## config.mk

```make
export PLATFORM = sky130hd
export DESIGN_NAME = q15_dot_accum
export DESIGN_NICKNAME = d
export VERILOG_FILES = /design/src/rtl/q15_dot_accum.sv
export SDC_FILE = /design/constraint.sdc
export NUM_CORES = 2
export LEC_CHECK = 0
export CAP_MARGIN = 20
export CORE_UTILIZATION = 52
export DETAILED_ROUTE_END_ITERATION = 7
export GPL_ROUTABILITY_DRIVEN = 0
export GPL_TIMING_DRIVEN = 0
export PLACE_DENSITY = 0.66
export SYNTH_ARGS = -nofsm -noshare
export SYNTH_HDL_FRONTEND = slang
export SYNTH_SLANG_ARGS = --single-unit
```

## constraint.sdc

```tcl
create_clock -name clk -period 29 [get_ports clk]
set_input_delay 8.7 -clock clk [delete_from_list [all_inputs] [get_ports clk]]
set_output_delay 8.7 -clock clk [all_outputs]
set_load 0.02 [all_outputs]
```

## src/rtl/q15_dot_accum.sv

```systemverilog
// q15_dot_accum: sequential signed Q8.24 dot product. One shared 32x32
// multiplier feeds a Q16.48 accumulator. The result is saturated to the
// symmetric 64-bit range used by the Q15-to-FP32 converter.
//
// Ports
//   clk        rising-edge clock
//   reset      asynchronous, active-high reset
//   in_valid   operand vectors present
//   in_ready   block can accept operands (decoded from state)
//   a_data     vector A, element i at [32*i+31:32*i], signed Q8.24
//   b_data     vector B, same packing as a_data
//   out_valid  result valid
//   out_ready  downstream accepts the result
//   q15_data   signed Q16.48 result, registered
//   overflow   result was saturated, qualified by out_valid
module q15_dot_accum #(
    parameter int unsigned ELEM_COUNT = 3
) (
    input  logic                      clk,
    input  logic                      reset,
    input  logic                      in_valid,
    output logic                      in_ready,
    input  logic [32*ELEM_COUNT-1:0]  a_data,
    input  logic [32*ELEM_COUNT-1:0]  b_data,
    output logic                      out_valid,
    input  logic                      out_ready,
    output logic [63:0]               q15_data,
    output logic                      overflow
);

    localparam int unsigned VEC_W = 32 * ELEM_COUNT;
    localparam int unsigned IDX_W = (ELEM_COUNT > 1) ? $clog2(ELEM_COUNT) : 1;
    localparam int unsigned ACC_W = 67;

    typedef enum logic [1:0] {
        S_IDLE = 2'd0,
        S_MUL  = 2'd1,
        S_DONE = 2'd2
    } state_t;

    state_t                    r_state;
    state_t                    w_state_nxt;
    logic                      w_accept;
    logic                      w_last;

    logic [VEC_W-1:0]          r_a;
    logic [VEC_W-1:0]          r_b;
    logic [IDX_W-1:0]          r_idx;
    logic signed [ACC_W-1:0]   r_acc;
    logic                      r_out_valid;
    logic [63:0]               r_q15;
    logic                      r_ovf;

    logic signed [31:0]        w_a_elem;
    logic signed [31:0]        w_b_elem;
    logic signed [63:0]        w_prod;
    logic signed [ACC_W-1:0]   w_sum;
    logic                      w_pos_sat;
    logic                      w_neg_sat;
    logic [63:0]               w_sat_q;

    // State register
    always_ff @(posedge clk or posedge reset) begin
        if (reset) begin
            r_state <= S_IDLE;
        end else begin
            r_state <= w_state_nxt;
        end
    end

    // Next-state decode
    always_comb begin
        w_state_nxt = r_state;
        w_accept    = 1'b0;
        w_last      = 1'b0;
        case (r_state)
            S_IDLE: begin
                if (in_valid) begin
                    w_accept    = 1'b1;
                    w_state_nxt = S_MUL;
                end
            end
            S_MUL: begin
                if (r_idx == IDX_W'(ELEM_COUNT - 1)) begin
                    w_last      = 1'b1;
                    w_state_nxt = S_DONE;
                end
            end
            S_DONE: begin
                if (out_ready) begin
                    w_state_nxt = S_IDLE;
                end
            end
            default: w_state_nxt = S_IDLE;
        endcase
    end

    // Select the current element pair from the latched operands
    always_comb begin
        w_a_elem = '0;
        w_b_elem = '0;
        for (int i = 0; i < int'(ELEM_COUNT); i++) begin
            if (r_idx == IDX_W'(i)) begin
                w_a_elem = r_a[32*i +: 32];
                w_b_elem = r_b[32*i +: 32];
            end
        end
    end

    assign w_prod = w_a_elem * w_b_elem;
    assign w_sum  = r_acc + ACC_W'(w_prod);

    // Above 2^63-1, or at/below -2^63 (the latter folds to -(2^63-1))
    assign w_pos_sat = ~w_sum[66] & (|w_sum[65:63]);
    assign w_neg_sat = w_sum[66] & ~((&w_sum[65:63]) & (|w_sum[62:0]));

    always_comb begin
        w_sat_q = w_sum[63:0];
        if (w_pos_sat) begin
            w_sat_q = 64'h7fff_ffff_ffff_ffff;
        end else if (w_neg_sat) begin
            w_sat_q = 64'h8000_0000_0000_0001;
        end
    end

    // Operand latch, accumulator and registered result
    always_ff @(posedge clk or posedge reset) begin
        if (reset) begin
            r_a         <= '0;
            r_b         <= '0;
            r_idx       <= '0;
            r_acc       <= '0;
            r_out_valid <= 1'b0;
            r_q15       <= '0;
            r_ovf       <= 1'b0;
        end else begin
            if (w_accept) begin
                r_a   <= a_data;
                r_b   <= b_data;
                r_idx <= '0;
                r_acc <= '0;
            end
            if (r_state == S_MUL) begin
                r_acc <= w_sum;
                r_idx <= r_idx + IDX_W'(1);
            end
            if (w_last) begin
                r_q15       <= w_sat_q;
                r_ovf       <= w_pos_sat | w_neg_sat;
                r_out_valid <= 1'b1;
            end
            if ((r_state == S_DONE) && out_ready) begin
                r_out_valid <= 1'b0;
            end
        end
    end

    assign in_ready  = (r_state == S_IDLE);
    assign out_valid = r_out_valid;
    assign q15_data  = r_q15;
    assign overflow  = r_ovf;

endmodule
```

==> flow_summary.json <==
{
  "post_synth.cell_area_avg_sq_um": 8.84,
  "worstRegToRegCells": 35,
  "io_buffer_count": 262,
  "first_global_vias": 47600,
  "drt_first_pass_iters": 8,
  "ys_warn_count": 0,
  "synth_top_cell_by_area": "sky130_fd_sc_hd__fa_1",
  "yosysSeqAreaShare_pct": 15.0,
  "synth_cell_types": 71,
  "via_per_inst": 5.75,
  "crit_start": "r_idx[1]$_DFFE_PP0P_",
  "finalCritPeriodShare_pct": 48.3,
  "drtAntennaViolNets": 0,
  "post_drt_wl_per_cell_um": 25.8,
  "setup.worst_path.end_class": "register",
  "maxSlewViolCount": 0,
  "tritoncts": "built",
  "critical_path_sink": "q15_data[0]$_DFFE_PP0P_",
  "place_hpwl_um": 174000,
  "grt_use_total_pct": 39.7,
  "cts-buffers-inserted": 36,
  "worst_skew_pair.late_latency_ns": 0.59,
  "critical_path_s_largest_stage_delay_ns": 1.09,
  "area_growth_pct": 11.1,
  "fmax_mhz": 71.4,
  "result_of_the_run": "finished with violations",
  "timing.rr.start": "r_idx[1]$_DFFE_PP0P_",
  "clock_period_minus_worst_slack_ns": 14.00,
  "synth_area_sq_mm": 0.0549,
  "wire_length_of_the_first_global_routing_pass_um": 308000,
  "cts_setup_buffers": 0,
  "synth-async-reset-ratio_pct": 100,
  "grt_start_max_net_pins": 126,
  "post_synth_xor_area_fraction_pct": 1.01,
  "fp.dieArea_sq_mm": 0.107,
  "data_arrival_time_of_the_critical_path_ns": 14.51,
  "synth_nets": 7879,
  "placementRows": 118,
  "filler_cell_count": 9305,
  "failed_checks": "design-rule violations",
  "cts.repair.resized": 0,
  "postSynthRegisterBits": 329,
  "cts_htree_levels": 2,
  "cap_violations": 0,
  "rrSetupSlack_ns": 15.00,
  "ys_top_cells_by_area": "sky130_fd_sc_hd__fa_1 45%, sky130_fd_sc_hd__dfrtp_1 15%, sky130_fd_sc_hd__nand2_1 9.2%",
  "cp.required_ns": 29.50,
  "antenna_violations_before_repair": 7,
  "setup_viol_count_final": 0,
  "proportion_of_synthesized_area_in_mux_cells_pct": 0.0387,
  "hold_depth": 2,
  "setup_total_negative_slack_ns": 0,
  "design.core.area_sq_mm": 0.104,
  "clock-root-buffer": "sky130_fd_sc_hd__clkbuf_16",
  "die_width_um": 327,
  "fp.dieH_um": 327,
  "timing.critical_path.fanout_max": 10,
  "final_core_util_pct": 58.6,
  "critPathSlowestCell": "sky130_fd_sc_hd__o21ai_0",
  "worstMarginPinSlew_ns": 1.38,
  "synthFlopType": "sky130_fd_sc_hd__dfrtp_1",
  "fin_worst_skew_ns": 0.0311,
  "synth_top_family_by_area": "adder cells",
  "multi_input_area_sq_mm": 0.0407,
  "crit_type": "register to register",
  "num_vias": 45900,
  "timing.hold.worst.class": "register to register",
  "top_level_ports": 263,
  "synth-compound-area-share_pct": 7.02,
  "cts.clk_slew.worst_paths_ns": 0.06,
  "route.detailed.drc": 8,
  "postRouteWirelength_um": 206000,
  "drive_above_1_share_pct": 2.07,
  "numClockSinks": 329,
  "cts-hold-fix-buffers": 0,
  "synth-edff-count": 0,
  "share_of_synthesized_cell_area_in_full_adder_half_adder_and_majority_cells_pct": 50.5,
  "cpMostUsedCell": "sky130_fd_sc_hd__fa_1",
  "drtIter0Drc": 5450,
  "postSynthCellCount": 6213,
  "synth_top_area_share_pct": 45.3,
  "finalHoldViolations": 0,
  "finish.net_count": 8222,
  "worst_setup_path_start_kind": "register",
  "rsz0062_at_grt": "no",
  "largest_buffer_count_on_any_clock_path": 3,
  "crit-reg2reg-capture": "q15_data[0]$_DFFE_PP0P_",
  "area.sequential_sq_mm": 0.00823,
  "initial_core_util_pct": 52.7,
  "grt_remaining_overflow": 0,
  "max_slew_margin_pct": 7.36,
  "yosys.area_share.simple_pct": 15.5
}
-- synth_stat cells (4+ instances only) --
master,count
sky130_fd_sc_hd__a21oi_1,152
sky130_fd_sc_hd__buf_1,25
sky130_fd_sc_hd__o21ai_1,86
sky130_fd_sc_hd__a22oi_1,15
sky130_fd_sc_hd__o31ai_1,26
sky130_fd_sc_hd__and4_1,4
sky130_fd_sc_hd__fa_1,1243
sky130_fd_sc_hd__nand3_1,65
sky130_fd_sc_hd__and3_1,12
sky130_fd_sc_hd__o211ai_1,17
sky130_fd_sc_hd__xor2_1,24
sky130_fd_sc_hd__or2_2,8
sky130_fd_sc_hd__a21o_1,23
sky130_fd_sc_hd__a311oi_1,7
sky130_fd_sc_hd__a31oi_1,8
sky130_fd_sc_hd__buf_2,11
sky130_fd_sc_hd__nor4b_1,4
sky130_fd_sc_hd__nand4_1,22
sky130_fd_sc_hd__nor2_1,588
sky130_fd_sc_hd__nor3_1,17
sky130_fd_sc_hd__o21ai_0,126
sky130_fd_sc_hd__nand2_1,1351
sky130_fd_sc_hd__nand2b_1,10
sky130_fd_sc_hd__and2_1,26
sky130_fd_sc_hd__o21bai_1,12
sky130_fd_sc_hd__or3_1,5
sky130_fd_sc_hd__inv_1,1257
sky130_fd_sc_hd__buf_6,6
sky130_fd_sc_hd__a211oi_1,11
sky130_fd_sc_hd__nor4_1,6
sky130_fd_sc_hd__ha_1,227
sky130_fd_sc_hd__nand4b_1,5
sky130_fd_sc_hd__nor2b_1,5
sky130_fd_sc_hd__a21boi_0,4
sky130_fd_sc_hd__dfrtp_1,329
sky130_fd_sc_hd__xnor2_1,37
sky130_fd_sc_hd__clkbuf_1,281
sky130_fd_sc_hd__o21a_1,106
-- stage by stage --
step	hold WS, ns	cell area, sq um	setup WS [ns]	instances
after floorplan	0.446	54900	11.19	6213
after global placement	0.459	59200	6.74	7855
after detailed placement	0.463	59700	15.31	7889
after CTS	0.477	60900	15.26	7953
after global routing	0.491	61000	14.82	7963
final	0.476	61000	15.00	7968
-- worst min-delay path by stage --
stage,from,to,slack (ns)
after floorplan,r_a[0]$_DFFE_PP0P_,r_a[0]$_DFFE_PP0P_,0.45
after global routing,r_a[35]$_DFFE_PP0P_,r_a[35]$_DFFE_PP0P_,0.49
after CTS,r_b[47]$_DFFE_PP0P_,r_b[47]$_DFFE_PP0P_,0.48
final,r_b[35]$_DFFE_PP0P_,r_b[35]$_DFFE_PP0P_,0.48
after detailed placement,r_b[47]$_DFFE_PP0P_,r_b[47]$_DFFE_PP0P_,0.46
after global placement,r_b[75]$_DFFE_PP0P_,r_b[75]$_DFFE_PP0P_,0.46
-- sequential cells by signal, indices dropped and copies added (netlist names) --
name       flops
r_a           96
r_b           96
r_acc         67
q15_data      64
r_idx          2
r_state        2
out_valid      1
overflow       1
-- final cells by class --
class	count	area share, %
inverters	1257	7.75
clock buffers	52	1.64
repair buffers	305	5.18
well taps	1380	2.83
flip-flops and latches	329	13.5
multi-input cells	4303	66.7
diodes	6	0.0246
plain buffers	324	2.09
clock inverters	12	0.265
-- kinds of logic after synthesis --
group	after synthesis
AO/OA/AOI/OAI	627
flip-flops	329
XOR/XNOR	62
buffers and inverters	1581
AND/OR/NAND/NOR	2142
multiplexers	2
adder cells (fa/ha/maj)	1470
-- placed cells by master (no fill, tap or decap), types with 11 or more instances in the layout --
cell type / n
sky130_fd_sc_hd__clkbuf_16: 36
sky130_fd_sc_hd__a21o_1: 23
sky130_fd_sc_hd__o211ai_1: 17
sky130_fd_sc_hd__a211oi_1: 11
sky130_fd_sc_hd__ha_1: 227
sky130_fd_sc_hd__o21ai_1: 88
sky130_fd_sc_hd__buf_6: 17
sky130_fd_sc_hd__dfrtp_1: 329
sky130_fd_sc_hd__clkbuf_1: 293
sky130_fd_sc_hd__and2_1: 26
sky130_fd_sc_hd__buf_2: 11
sky130_fd_sc_hd__nand4_1: 22
sky130_fd_sc_hd__xnor2_1: 37
sky130_fd_sc_hd__a21oi_1: 152
sky130_fd_sc_hd__o21ai_0: 119
sky130_fd_sc_hd__o21bai_1: 12
sky130_fd_sc_hd__nand3_1: 65
sky130_fd_sc_hd__o31ai_1: 26
sky130_fd_sc_hd__nor3_1: 17
sky130_fd_sc_hd__o21a_1: 106
sky130_fd_sc_hd__nand2_1: 1350
sky130_fd_sc_hd__buf_4: 18
sky130_fd_sc_hd__xor2_1: 24
sky130_fd_sc_hd__and3_1: 12
sky130_fd_sc_hd__nor2_1: 588
sky130_fd_sc_hd__clkdlybuf4s50_1: 262
sky130_fd_sc_hd__a22oi_1: 15
sky130_fd_sc_hd__buf_1: 25
sky130_fd_sc_hd__fa_1: 1243
sky130_fd_sc_hd__inv_1: 1253
-- worst max-delay path: cells and delay by family (launching register included) --
family	cells	cell delay [ns]
and+or+nand+nor	9	2.36
buffers and inverters	11	3.04
adders and majority gates	10	4.93
AOI/OAI and AO/OA	4	2.52
xor gates and xnor gates	1	0.65
DFF	1	0.38
-- per-layer routing --
metal	share of wire [%]	GRT usage, %
met3	15	17.4
met1	36	49.9
met4	7.7	22.9
met2	42	57.1
met5	0.022	0.355
Power is not shown: default switching activity piles up to over one toggle a cycle in this logic, so the estimate is an artifact.
